--- src/rtl/wb_arb_pkg.sv ---
// wb_arb_pkg: shared encodings for the two-master wishbone arbiter
package wb_arb_pkg;
  typedef enum logic [1:0] {IDLE, GNT0, GNT1} arb_state_e;
  localparam logic M0 = 1'b0;
  localparam logic M1 = 1'b1;
  localparam int DEFAULT_TIMEOUT = 255;
endpackage

--- src/rtl/wb_arb_watchdog.sv ---
// wb_arb_watchdog: counts unacknowledged strobe cycles and pulses expired at TIMEOUT
module wb_arb_watchdog #(
  parameter int TIMEOUT = 255
) (
  input  logic clk,
  input  logic rst,
  input  logic clear,
  input  logic stb,
  input  logic ack,
  output logic expired
);
  localparam int CW = TIMEOUT > 0 ? $clog2(TIMEOUT + 1) : 1;
  logic [CW-1:0] cnt;
  assign expired = (TIMEOUT != 0) && (cnt == CW'(TIMEOUT));
  always_ff @(posedge clk)
    if (rst || clear || ack || !stb || expired) cnt <= '0;
    else cnt <= cnt + 1'b1;
endmodule

--- src/rtl/wishbone_master_arbiter.sv ---
// wishbone_master_arbiter: round-robin, per-bus-cycle arbitration of two wishbone masters onto one port
module wishbone_master_arbiter
  import wb_arb_pkg::*;
#(
  parameter int ADDR_WIDTH = 32,
  parameter int DATA_WIDTH = 32,
  parameter int TIMEOUT    = DEFAULT_TIMEOUT
) (
  input  logic                  clk,
  input  logic                  rst,
  input  logic                  m0_we_i,
  input  logic                  m0_cyc_i,
  input  logic                  m0_stb_i,
  input  logic [3:0]            m0_sel_i,
  input  logic [ADDR_WIDTH-1:0] m0_adr_i,
  input  logic [DATA_WIDTH-1:0] m0_dat_i,
  output logic [DATA_WIDTH-1:0] m0_dat_o,
  output logic                  m0_ack_o,
  output logic                  m0_err_o,
  output logic                  m0_int_o,
  input  logic                  m1_we_i,
  input  logic                  m1_cyc_i,
  input  logic                  m1_stb_i,
  input  logic [3:0]            m1_sel_i,
  input  logic [ADDR_WIDTH-1:0] m1_adr_i,
  input  logic [DATA_WIDTH-1:0] m1_dat_i,
  output logic [DATA_WIDTH-1:0] m1_dat_o,
  output logic                  m1_ack_o,
  output logic                  m1_err_o,
  output logic                  m1_int_o,
  output logic                  s_we_o,
  output logic                  s_cyc_o,
  output logic                  s_stb_o,
  output logic [3:0]            s_sel_o,
  output logic [ADDR_WIDTH-1:0] s_adr_o,
  output logic [DATA_WIDTH-1:0] s_dat_o,
  input  logic [DATA_WIDTH-1:0] s_dat_i,
  input  logic                  s_ack_i,
  input  logic                  s_int_i
);
  arb_state_e state, state_n;
  logic last, g0, g1, expired;
  assign g0 = state == GNT0;
  assign g1 = state == GNT1;
  always_comb begin
    state_n = state;
    if (state == IDLE)
      state_n = (m0_cyc_i && m1_cyc_i) ? (last == M1 ? GNT0 : GNT1) :
                m0_cyc_i ? GNT0 : m1_cyc_i ? GNT1 : IDLE;
    else if (g0 && !m0_cyc_i) state_n = m1_cyc_i ? GNT1 : IDLE;
    else if (g1 && !m1_cyc_i) state_n = m0_cyc_i ? GNT0 : IDLE;
  end
  always_ff @(posedge clk)
    if (rst) begin
      state <= IDLE;
      last  <= M1;
    end else begin
      state <= state_n;
      if (state != IDLE && state_n != state) last <= g1;
    end
  assign s_cyc_o = g0 ? m0_cyc_i : g1 ? m1_cyc_i : 1'b0;
  assign s_stb_o = g0 ? m0_stb_i : g1 ? m1_stb_i : 1'b0;
  assign s_we_o  = g0 ? m0_we_i  : g1 ? m1_we_i  : 1'b0;
  assign s_sel_o = g0 ? m0_sel_i : g1 ? m1_sel_i : '0;
  assign s_adr_o = g0 ? m0_adr_i : g1 ? m1_adr_i : '0;
  assign s_dat_o = g0 ? m0_dat_i : g1 ? m1_dat_i : '0;
  // an ack arriving while reset is asserted belongs to an aborted tenure
  assign m0_ack_o = g0 && s_ack_i && !rst;
  assign m1_ack_o = g1 && s_ack_i && !rst;
  assign m0_err_o = g0 && expired && !rst;
  assign m1_err_o = g1 && expired && !rst;
  assign m0_dat_o = g0 ? s_dat_i : '0;
  assign m1_dat_o = g1 ? s_dat_i : '0;
  assign m0_int_o = s_int_i;
  assign m1_int_o = s_int_i;
  wb_arb_watchdog #(.TIMEOUT(TIMEOUT)) u_wd (
    .clk     (clk),
    .rst     (rst),
    .clear   (state_n != state),
    .stb     (s_stb_o),
    .ack     (s_ack_i),
    .expired (expired)
  );
endmodule

--- config.mk ---
export PLATFORM = sky130hd
export DESIGN_NAME = wishbone_master_arbiter
export DESIGN_NICKNAME = d
export VERILOG_FILES = /design/src/rtl/wb_arb_pkg.sv /design/src/rtl/wb_arb_watchdog.sv /design/src/rtl/wishbone_master_arbiter.sv
export SDC_FILE = /design/constraint.sdc
export NUM_CORES = 1
export LEC_CHECK = 0
export BUFFER_PORTS_ARGS = -buffer_cell sky130_fd_sc_hd__buf_2
export CAP_MARGIN = 10
export CORE_AREA = 2 2 123 125
export DETAILED_ROUTE_END_ITERATION = 8
export DIE_AREA = 0 0 125 127
export PLACE_DENSITY = 0.49
export REMOVE_ABC_BUFFERS = 1
export SYNTH_ARGS = -nofsm -noshare
export SYNTH_HDL_FRONTEND = slang
export SYNTH_HIERARCHICAL = 1
export SYNTH_SLANG_ARGS = --single-unit
--- constraint.sdc ---
create_clock -name clk -period 2.2 [get_ports clk]
set_clock_uncertainty 0.1 [all_clocks]
set_input_delay 0.66 -clock clk [delete_from_list [all_inputs] [get_ports clk]]
set_output_delay 0.66 -clock clk [all_outputs]
set_load 0.05 [all_outputs]
==> metrics.txt <==
status finished, violations left; failing checks setup timing; max_slew headroom 0.833; Unique masters post-synth 36; CP Buf/Inv Count 5; largest family of logic cells by synthesized area compound AO/OA/AOI/OAI gates; Sink Count 11; Pins Over Slew Limit 0; post-synthesis cell count 230; Detailed Route WL 14,300 um; Leakage ~2.7 nW; CP Data Arrival Time around 1.5 ns; number of flops mapped to enable cells by yosys 0; Seq/Total Area, Yosys 0.124; maximum vdd ir drop between 200 and 250 uV; commonest cells in the netlist a22o_1 (70), and2_1 (64), dfxtp_1 (11); post-synthesis adder-cell area fraction 0.00705; initial antenna violation count 3; Nets roughly 740; number of cells on the critical path 7; global routing usage on met2 0.266; post-synthesis mux area share 0; power per cell area about 450 nW/um^2; top cell type's share of synthesized area 0.345; clock-pin slew on the worst setup and hold paths 0.04 ns; Crit path top cell by count buf_12; drt initial violations 87; Area Growth Syn to Fin 212%; final period utilization 1.02; grt peak-use layer met2; Max Freq 0.444 GHz; endpoints failing hold 0; die height ~130 um; Congestion Overflow GR 0; root buf cell clkbuf_16; CP max-delay cell dfxtp_4; CTS tree done; Routability Congestion approximately 0.79; Worst-Skew Late Latency between 0.2 and 0.25 ns; WHS between 0.4 and 0.5 ns; capturing element type of the critical path output port; drt drc 0; full die area around 16,000 sq um; filler instances between 1,000 and 1,500; drt pass-1 iters 4; Startpoint Class register; warning count from the yosys run 6; Simple-Gate Fraction of Synth Area 0.322; Post-Syn Area per Cell between 7 and 8 sq um; Reg2Reg Setup Slack 0.17 ns; GRT Total Usage 0.149; GR Util met3 0.0381; Die X about 130 um; Setup Crit Path Kind register to output port; ys async rst share 0; met1 Use GR 0.179; # Max-Cap Violations 0; routed wire length per instance ~19 um; final core occ 0.384; final setup margin -0.0534 ns; Mapped Area ~1800 sq um; Hold Path Class register to register; RSZ-0062 raised after global routing true; core area between 10,000 and 15,000 sq um; final setup fails 88; kind of cell adding the most delay to the critical path buffers and inverters; # H-tree levels 1; crit path max fanout 5; dpl cell area ~3800 sq um; Top Ports roughly 320; Yosys top cell by area a22o_1; post-route cell area 5540 sq um; placement row count 44; ANT nets after route 0; #FFs+latches synth 11; reg2reg path depth 8; Max Root-Sink Buffers 2; worst path cell trace inv_4 > nor2_4 > buf_12 > buf_12 > buf_16 > a22o_1 > buf_6; slew at the pin closest to its max-slew limit between 0.2 and 0.25 ns; post-layout min period ~2.3 ns; post-DP HPWL about 10000 um; count leader, synth a22o_1; ys flop type dfxtp_1; largest net degree at the start of global routing 37; total number of vias between 3,000 and 4,000; initial core utilization 0.123; drt via density between 4 and 5; first-pass GRT wire length 18,700 um; Synth Area in Compound Gates 0.422; port bufs 315; Num CTS Buffers 3; XOR/XNOR Fraction of Synth Area 0.00987; Data required, critical path about 1.4 ns; layout cell share with drive strength beyond 1 0.763; top cells by area, synth a22o_1 (35%), and2_1 (23%), dfxtp_1 (12%); worst hold stages 2; vias in the first global route approximately 3,200; CP peak stage delay approximately 0.37 ns
==> worst min-delay path, delay by kind of cell, from the launching register on <==
| family | cells | cell delay (ns) |
|---|---|---|
| AO/OA/AOI/OAI | 2 | 0.13 |
| flip-flops | 1 | 0.32 |
==> cells in the final DEF, fill, tap and decap left out, types with 4 or more instances in the layout <==
cell and count:
buf_2 176, buf_6 87, a22o_1 59, and2_4 44
buf_8 44, and2_1 20, buf_12 18, buf_4 16
a22o_4 11, clkbuf_16 11, dfxtp_1 7, o21ai_0 6
a21oi_1 6, nor2_1 6, buf_16 6, nand2_1 4
==> what timing repair did <==
item	4_1_cts	5_1_grt
hold buffers	0	0
gates cloned	5	10
setup buffers	7	0
gates resized for setup	261	122
setup endpoints to repair	139	138
pin swaps	14	30
==> power by group <==
group          leakage, nW  internal [mW]  switching (mW)
sequential          0.0915          0.206         0.00704
combinational         2.61          0.855            1.09
clock               0.0382          0.244          0.0927
total                 2.74           1.30            1.19
==> sequential cells by signal (all words and copies together), names as in the netlist <==
register / cells
last: 1
state: 2
u_wd/cnt: 8
==> cell type report <==
| class | count | area, sq um | area share |
|---|---|---|---|
| Clock buffer | 4 | 78.8 | 0.0142 |
| Inverter | 4 | 17.5 | 0.00316 |
| Timing Repair Buffer | 355 | 3370 | 0.608 |
| Tap cell | 184 | 230 | 0.0416 |
| Multi-Input combinational cell | 188 | 1600 | 0.290 |
| Antenna cell | 3 | 7.51 | 0.00136 |
| Sequential cell | 11 | 230 | 0.0416 |
==> routing by layer <==
| layer | vias up | part of all wire |
|---|---|---|
| met1 | 1507 | 0.40 |
| met3 | 17 | 0.068 |
| met2 | 189 | 0.52 |
| met4 | 2 | 0.018 |
| li1 | 1525 | - |
| met5 | - | 0.00077 |
==> through the flow <==
stage / setup slack [ns] / power (mW) / TNS (ns) / std cells
after floorplan: -3.16 / 1.11 / -369.26 / 203
after global placement: 0.0600 / 1.62 / 0 / 721
after detailed placement: 0.0130 / 1.62 / 0 / 721
after CTS: -0.0719 / 2.32 / -2.80 / 737
after global routing: -0.103 / 2.58 / -8.76 / 747
final: -0.0534 / 2.49 / -1.78 / 749
==> cell families after synthesis <==
logic type | Yosys count
xor gates and xnor gates | 2
DFF | 11
AOI/OAI and AO/OA | 91
and+or+nand+nor | 94
buffers and inverters | 31
adders and majority gates | 1
==> final timing paths <==
kind | start | to
max | state[0]$_SDFF_PP0_ | s_adr_o[6]
min | last$_SDFFE_PP1P_ | last$_SDFFE_PP1P_
max reg2reg | state[0]$_SDFF_PP0_ | u_wd/cnt[3]$_SDFF_PP0_
min reg2reg | last$_SDFFE_PP1P_ | last$_SDFFE_PP1P_
(Power assumes the default switching activity.)
